`config.mk`:
```
export PLATFORM = sky130hd
export DESIGN_NAME = mem_ctrl
export DESIGN_NICKNAME = d
export VERILOG_FILES = /design/src/rtl/mem_ctrl_pkg.sv /design/src/rtl/mem_ctrl.sv
export SDC_FILE = /design/constraint.sdc
export NUM_CORES = 1
export LEC_CHECK = 0
export CAP_MARGIN = 20
export CORE_UTILIZATION = 42
export CTS_BUF_LIST = sky130_fd_sc_hd__clkbuf_4
export DETAILED_ROUTE_END_ITERATION = 6
export PLACE_DENSITY = 0.69
export SETUP_SLACK_MARGIN = 0.05
export SLEW_MARGIN = 20
export SYNTH_ARGS = -nofsm -noshare
export SYNTH_HDL_FRONTEND = slang
export SYNTH_SLANG_ARGS = --single-unit
```
`constraint.sdc`:
```
create_clock -name clk -period 5.82 [get_ports clk]
set_input_delay 0.873 -clock clk [delete_from_list [all_inputs] [get_ports clk]]
set_output_delay 0.873 -clock clk [all_outputs]
set_load 0.1 [all_outputs]
```
`src/rtl/mem_ctrl_pkg.sv`:
```
// Shared encodings for the IF/MEM byte-wide memory controller:
// transfer lengths, FSM states, requester ids and small byte helpers.
package mem_ctrl_pkg;

  localparam logic [1:0] LEN_BYTE = 2'd0;
  localparam logic [1:0] LEN_HALF = 2'd1;
  localparam logic [1:0] LEN_WORD = 2'd3;

  typedef enum logic [1:0] {
    ST_IDLE = 2'd0,
    ST_XFER = 2'd1,
    ST_DONE = 2'd2
  } state_t;

  typedef enum logic {
    REQ_IF  = 1'b0,
    REQ_MEM = 1'b1
  } req_id_t;

  // Byte count for a length code; the unused code 2 behaves as a word.
  function automatic logic [2:0] len_to_bytes(input logic [1:0] len);
    case (len)
      LEN_BYTE: return 3'd1;
      LEN_HALF: return 3'd2;
      default:  return 3'd4;
    endcase
  endfunction

  // Little-endian byte lane select.
  function automatic logic [7:0] byte_sel(input logic [31:0] w, input logic [1:0] idx);
    case (idx)
      2'd0:    return w[7:0];
      2'd1:    return w[15:8];
      2'd2:    return w[23:16];
      default: return w[31:24];
    endcase
  endfunction

endpackage

```
`src/rtl/mem_ctrl.sv`:
```
// Arbitrates one 8-bit synchronous RAM port between instruction fetch and
// memory access (MEM wins), then moves 1/2/4 bytes one per cycle.
// Reads are assembled little-endian; every output is a register.
module mem_ctrl
  import mem_ctrl_pkg::*;
#(
  parameter int ADDR_W = 32
) (
  input  logic              clk,
  input  logic              rst,
  input  logic              if_req,
  input  logic [ADDR_W-1:0] if_addr,
  input  logic              if_flush,
  output logic              if_done,
  output logic [31:0]       if_data,
  input  logic              mem_req,
  input  logic              mem_we,
  input  logic [1:0]        mem_len,
  input  logic [ADDR_W-1:0] mem_addr,
  input  logic [31:0]       mem_wdata,
  output logic              mem_done,
  output logic [31:0]       mem_rdata,
  output logic [ADDR_W-1:0] ram_addr,
  output logic              ram_wr,
  output logic [7:0]        ram_dout,
  input  logic [7:0]        ram_din
);

  state_t            state_reg;
  req_id_t           req_id_reg;
  logic [ADDR_W-1:0] base_reg;
  logic [2:0]        n_reg;       // bytes in this transfer
  logic [2:0]        k_reg;       // XFER cycle index: byte k issued, byte k-1 captured
  logic              we_reg;
  logic [31:0]       wdata_reg;
  logic [31:0]       result_reg;
  logic [31:0]       result_next;
  logic [2:0]        k_next;
  logic              xfer_end;
  logic              if_flushed;

  assign k_next     = k_reg + 3'd1;
  // Writes end on the last issue; reads need one more cycle to capture.
  assign xfer_end   = we_reg ? (k_next == n_reg) : (k_reg == n_reg);
  assign if_flushed = (req_id_reg == REQ_IF) && if_flush;

  // Merge the byte returning from the previous cycle's address into the result.
  always_comb begin
    result_next = result_reg;
    if (!we_reg) begin
      for (int b = 0; b < 4; b++) begin
        if (k_reg == 3'(b + 1)) result_next[8*b +: 8] = ram_din;
      end
    end
  end

  // Arbitration FSM, byte sequencing and registered outputs.
  always_ff @(posedge clk) begin
    if (rst) begin
      state_reg  <= ST_IDLE;
      req_id_reg <= REQ_IF;
      base_reg   <= '0;
      n_reg      <= 3'd0;
      k_reg      <= 3'd0;
      we_reg     <= 1'b0;
      wdata_reg  <= '0;
      result_reg <= '0;
      if_done    <= 1'b0;
      mem_done   <= 1'b0;
      if_data    <= '0;
      mem_rdata  <= '0;
      ram_addr   <= '0;
      ram_wr     <= 1'b0;
      ram_dout   <= '0;
    end else begin
      if_done  <= 1'b0;
      mem_done <= 1'b0;
      case (state_reg)
        ST_IDLE: begin
          ram_wr <= 1'b0;
          if (mem_req) begin
            // Grant issues byte 0 on the same edge.
            state_reg  <= ST_XFER;
            req_id_reg <= REQ_MEM;
            base_reg   <= mem_addr;
            n_reg      <= len_to_bytes(mem_len);
            we_reg     <= mem_we;
            wdata_reg  <= mem_wdata;
            k_reg      <= 3'd0;
            result_reg <= '0;
            ram_addr   <= mem_addr;
            ram_wr     <= mem_we;
            if (mem_we) ram_dout <= mem_wdata[7:0];
          end else if (if_req && !if_flush) begin
            state_reg  <= ST_XFER;
            req_id_reg <= REQ_IF;
            base_reg   <= if_addr;
            n_reg      <= 3'd4;
            we_reg     <= 1'b0;
            wdata_reg  <= '0;
            k_reg      <= 3'd0;
            result_reg <= '0;
            ram_addr   <= if_addr;
          end
        end
        ST_XFER: begin
          if (if_flushed) begin
            state_reg <= ST_IDLE;
            ram_wr    <= 1'b0;
          end else begin
            k_reg      <= k_next;
            result_reg <= result_next;
            if (k_next < n_reg) begin
              ram_addr <= base_reg + ADDR_W'(k_next);
              ram_wr   <= we_reg;
              if (we_reg) ram_dout <= byte_sel(wdata_reg, k_next[1:0]);
            end else begin
              ram_wr <= 1'b0;
            end
            if (xfer_end) begin
              state_reg <= ST_DONE;
              if (req_id_reg == REQ_MEM) begin
                mem_done <= 1'b1;
                if (!we_reg) mem_rdata <= result_next;
              end else begin
                if_done <= 1'b1;
                if_data <= result_next;
              end
            end
          end
        end
        default: begin
          // DONE: the pulse clears by default; no requests are sampled here.
          state_reg <= ST_IDLE;
          ram_wr    <= 1'b0;
        end
      endcase
    end
  end

endmodule

```
# ---- Word level (Yosys, flattened, before mapping)
# Index checks and enable logic that the tools add are counted.
dict set report op_classes {
  addsub 2
  magnitude_cmp 1
  eq_ne 17
  n_mux 44
  bitwise 5
  n_reduce_logical 16
}
# op count
set ops {}
lappend ops {{2-to-1 mux 32 bit} 9}
lappend ops {{case mux 32 bit (2 select lines)} 2}
lappend ops {{2-to-1 mux 8 bit} 9}
lappend ops {{adder 32 x 3 -> 32 bit} 1}
lappend ops {{case mux 8 bit (3 select lines)} 1}
lappend ops {{case mux 8 bit (2 select lines)} 1}
lappend ops {{2-to-1 mux 3 bit} 5}
lappend ops {{case mux 3 bit (2 select lines)} 2}
lappend ops {{inequality test 2 bit, second input constant} 5}
lappend ops {{2-to-1 mux 1 bit} 9}
lappend ops {{2-to-1 mux 2 bit} 4}
lappend ops {{AND reduction 4 bit} 2}
lappend ops {{== test 2 x 1 -> 1 bit, second input constant} 3}
lappend ops {{== test 3 x 2 -> 1 bit, second input constant} 2}
lappend ops {{== test 3 bit} 2}
lappend ops {{zero test 2 bit} 3}
lappend ops {{inequality test 3 bit, second input constant} 2}
lappend ops {{AND reduction 6 bit} 1}
lappend ops {{inverter 1 bit} 5}
lappend ops {{AND reduction 5 bit} 1}
lappend ops {{case mux 2 bit (2 select lines)} 1}
lappend ops {{AND reduction 2 bit} 2}
lappend ops {{nonzero test 2 bit} 2}
lappend ops {{OR reduction 4 bit} 1}
lappend ops {{other kinds (9)} 10}
dict set report word_totals {
  register_bits 213
  in_bits 112
  out_inout_bits 107
}

# ---- Logic depth before layout (Yosys ltp)
dict set report logic_depth {
  depth_word 7
  depth_mapped 10
  depth_no_buf 9
}

# ---- Least setup slack after synthesis
# No wires, ideal clock.
dict set report synth_timing {
  path_type {register to register}
  startpoint {register k_reg[0]}
  endpoint {register ram_addr[26]}
  setup_ns 0.079
  t_arrival_ns 2.831
  required_ns 5.741
  setup_slack_ns 2.910
  stages_incl_launch_ff 11
  n_path_buf 1
  synth_period_minus_slack_ns 2.910
  cell_sequence {dfxtp_1 -> inv_1 -> ha_1 -> inv_1 -> fa_1 -> nor2b_1 -> clkbuf_1 -> o211ai_1 -> or3_4 -> or4_1 -> o211ai_1}
}
dict set report synth_between {
  elab_chain_cells 5
  elab_cells_between_ends 8
}
# item line
set synth_rtl {}
lappend synth_rtl {{start, declared} mem_ctrl.sv:33} ;# logic [2:0] k_reg;
lappend synth_rtl {{start signal, assigned} mem_ctrl.sv:111} ;# k_reg <= k_next;
lappend synth_rtl {{adder 3 x 1 -> 3 bit *} mem_ctrl.sv:42} ;# assign k_next = k_reg + 3'd1;
lappend synth_rtl {{adder 32 x 3 -> 32 bit} mem_ctrl.sv:114} ;# ram_addr <= base_reg + ADDR_W'(k_next);
lappend synth_rtl {{2-to-1 mux 32 bit} mem_ctrl.sv:113} ;# if (k_next < n_reg) begin
lappend synth_rtl {{2-to-1 mux 32 bit} mem_ctrl.sv:107} ;# if (if_flushed) begin
lappend synth_rtl {{case mux 32 bit (2 select lines)} mem_ctrl.sv:78} ;# case (state_reg)
lappend synth_rtl {{end signal, assigned} mem_ctrl.sv:91} ;# ram_addr <= mem_addr;
lappend synth_rtl {{end signal, assigned} mem_ctrl.sv:103} ;# ram_addr <= if_addr;
lappend synth_rtl {{end signal, assigned} mem_ctrl.sv:114}
lappend synth_rtl {{end, declared} mem_ctrl.sv:23} ;# output logic [ADDR_W-1:0] ram_addr,
# Every way passes the cells marked *; elsewhere a longest branch is shown, timed or not. The select of a mux whose other input is x is not followed.
# A chain may end at the register's enable or synchronous reset.

# ---- Final worst setup path
# Ends and elaborated chain as after synthesis.

==> impl_metrics.json <==
{
  "outcome": "complete, no violations",
  "postSynthNetCount": 1182,
  "whs_ns": 0.4524,
  "max_cap_check_violation_count": 0,
  "areaGrowthSynthToFinish_pct": 32.59,
  "placement.io_buffers": 218,
  "critical_path.top_delay_family": "simple AND/OR/NAND/NOR gates",
  "worstSetupStartpointType": "flop",
  "cts_max_path_buffers": 3,
  "dp_hpwl_um": 17930,
  "drc": 0,
  "async_flop_share_pct": 0,
  "critPathArrivalTime_ns": 4.09,
  "grt_setup_unrepaired": "false",
  "detail_route.iter0.violations": 488,
  "drt_pass1_iterations": 6,
  "via_per_inst": 5.530,
  "antenna_violating_nets_post_route": 0,
  "timing.critical_path.fanout_max": 9,
  "synth_enable_flop_cells": 0,
  "die_w_um": 150.9,
  "worst_path_largest_cell_delay_ns": 0.51,
  "synth_top_area_cell": "sky130_fd_sc_hd__dfxtp_1",
  "post_route_cells_drive_above_1_share_pct": 9.239,
  "yosysUniqueCellTypes": 47,
  "cts_tree": "yes",
  "clock_latency_ns": 0.68,
  "h_tree_levels": 2,
  "final_hold_viol_count": 0,
  "finish.utilization_pct": 56.76,
  "grt_start_max_net_pins": 115,
  "initial_utilization_pct": 42.81,
  "synth_flop_cell": "sky130_fd_sc_hd__dfxtp_1",
  "postRouteWirelength_um": 26510,
  "die_area_sq_um": 22770,
  "tightestPinTransition_ns": 1.128,
  "synthesis.instances": 1056,
  "crit_buf_inv": 2,
  "worst_path_max_delay_cell": "sky130_fd_sc_hd__or3_4",
  "sequential_cell_area_fraction_in_the_yosys_report_pct": 45.79,
  "post_cts_setup_buffer_count": 0,
  "worst_path_cell_chain": "inv_1 -> ha_1 -> inv_1 -> fa_1 -> nor2b_1 -> o211ai_1 -> or3_4 -> or4_1 -> o211ai_1",
  "clockRootBuffer": "sky130_fd_sc_hd__clkbuf_4",
  "slew_violations": 0,
  "grt_use_total_pct": 23.10,
  "clkSlewWorstSetupHoldPaths_ns": 0.06,
  "core_sq_um": 21760,
  "synthesis.yosys.warnings": 0,
  "maximum_resistive_drop_on_vdd_v": 0.0001765,
  "clock.fmax_ghz": 0.2865,
  "first_global_vias": 8099,
  "hold_buffers": 0,
  "rows": 54,
  "layoutNonFillerInstCount": 1570,
  "drt-wirelength-per-cell_um": 16.89,
  "fin_nets": 1376,
  "die_height_um": 150.9,
  "synthTopCellsByArea": "sky130_fd_sc_hd__dfxtp_1 46%, sky130_fd_sc_hd__mux2i_1 8.0%, sky130_fd_sc_hd__a211oi_1 7.3%",
  "worst_setup_path_end_kind": "flop",
  "clock_sink_count": 213,
  "worst-setup-path-type": "reg -> reg",
  "gp_congestion": 0.8261,
  "globalRouteOverflowTotal": 0,
  "grt_pass1_wl_um": 41630,
  "final.period_utilization_pct": 59.98,
  "numPlacedInstances": 1471,
  "syn_area_sq_um": 9313,
  "relative_slew_slack_pct": 24.66,
  "initial_antenna_violation_count": 2,
  "report.power.total_mw": 4.024,
  "power.static_leakage_nw": 4.428,
  "numCtsBuffers": 56,
  "count_of_vias_placed_by_the_detailed_router": 8682,
  "cellPowerDensity_nw_per_um2": 325.9,
  "yosysMostFrequentCell": "sky130_fd_sc_hd__dfxtp_1",
  "synthesis.area_per_instance_sq_um": 8.819,
  "num_io_pins": 219,
  "final-setup-viol-count": 0,
  "required_ns": 6.42,
  "post-synth-top-area-fraction_pct": 45.79,
  "cts.repair.resized": 0,
  "min_path_type": "reg -> reg",
  "fin_skew_ns": 0.04514,
  "final.setup.tns_ns": 0,
  "synth-seq-cells": 213,
  "timing.final.crit_period_ns": 3.491,
  "synth.top_cells.by_count": "213 x sky130_fd_sc_hd__dfxtp_1, 180 x sky130_fd_sc_hd__nor2_1, 91 x sky130_fd_sc_hd__a211oi_1, 74 x sky130_fd_sc_hd__mux2i_1, 62 x sky130_fd_sc_hd__nand2_1"
}
## cells in the final DEF, fill, tap and decap left out, types with 7 or more instances in the layout
master	n
sky130_fd_sc_hd__mux2i_1	74
sky130_fd_sc_hd__o211ai_1	12
sky130_fd_sc_hd__nand3_1	13
sky130_fd_sc_hd__a311oi_1	9
sky130_fd_sc_hd__nor2_1	179
sky130_fd_sc_hd__xnor2_1	17
sky130_fd_sc_hd__o21ai_0	21
sky130_fd_sc_hd__a22oi_1	57
sky130_fd_sc_hd__a22o_1	8
sky130_fd_sc_hd__clkbuf_4	91
sky130_fd_sc_hd__nor4_1	17
sky130_fd_sc_hd__a222oi_1	8
sky130_fd_sc_hd__o22ai_1	8
sky130_fd_sc_hd__clkdlybuf4s50_1	216
sky130_fd_sc_hd__a211oi_1	91
sky130_fd_sc_hd__dfxtp_1	213
sky130_fd_sc_hd__a21oi_1	55
sky130_fd_sc_hd__nand4_1	7
sky130_fd_sc_hd__nand2_1	62
sky130_fd_sc_hd__ha_1	13
sky130_fd_sc_hd__inv_1	18
sky130_fd_sc_hd__nor3_1	16
sky130_fd_sc_hd__buf_4	10
## logic make-up (layout without fill, tap and decap cells)
group,count (synthesis),count (layout),share of synthesized area [%]
AND/OR/NAND/NOR,328,328,15.56
AO/OA/AOI/OAI,295,295,22.14
flip-flops,213,213,45.79
buffers and inverters,111,343,4.622
multiplexers,74,74,7.954
XOR/XNOR,21,21,1.975
adder cells (fa/ha/maj),14,14,1.962
other,0,2,0
## through the flow
step                instance area [sq um]  setup WS (ns)
finish                              12350          2.329
global route                        12350          2.094
CTS                                 12310          2.366
detailed placement                  11610          2.334
global placement                    11610          2.480
floorplan                            9313          2.910
## worst min-delay path, delay by kind of cell, from the launching register on
family,cells,cell delay [ns]
compound gates,1,0.05
flops,1,0.31
simple gates,1,0.05
## power by group
part / leakage, nW / total [mW] / switching [mW] / internal [mW]
sequential: 1.74 / 1.65 / 0.0832 / 1.57
combinational: 2.26 / 1.08 / 0.762 / 0.317
clock: 0.425 / 1.30 / 0.601 / 0.696
total: 4.43 / 4.02 / 1.45 / 2.58
## layer usage
metal  global-route usage (%)  part of all wire, %
met4                    9.200                  2.2
met2                    37.45                   47
met3                    5.211                  6.7
met1                    29.64                   44
met5                        0                    0
## final cells by class
class	instances	area [sq um]
Fill cell	1984	9408
Tap cell	280	350.3
Sequential cell	213	4264
Clock inverter	5	22.52
Timing Repair Buffer	229	2273
Antenna cell	2	5.005
Multi-Input combinational cell	732	4682
Clock buffer	91	683.2
Inverter	18	67.56
## path summary, 6_finish.rpt
path / startpoint / end / slack (ns) / cells past startpoint
setup / recovery: k_reg[0]$_SDFFE_PP0P_ / ram_addr[26]$_SDFFE_PP0P_ / 2.33 / 9
hold reg to reg: ram_addr[8]$_SDFFE_PP0P_ / ram_addr[8]$_SDFFE_PP0P_ / 0.45 / 2
hold / removal: ram_addr[8]$_SDFFE_PP0P_ / ram_addr[8]$_SDFFE_PP0P_ / 0.45 / 2
setup reg to reg: k_reg[0]$_SDFFE_PP0P_ / ram_addr[26]$_SDFFE_PP0P_ / 2.33 / 9
Power figures use the tool's default switching activity.
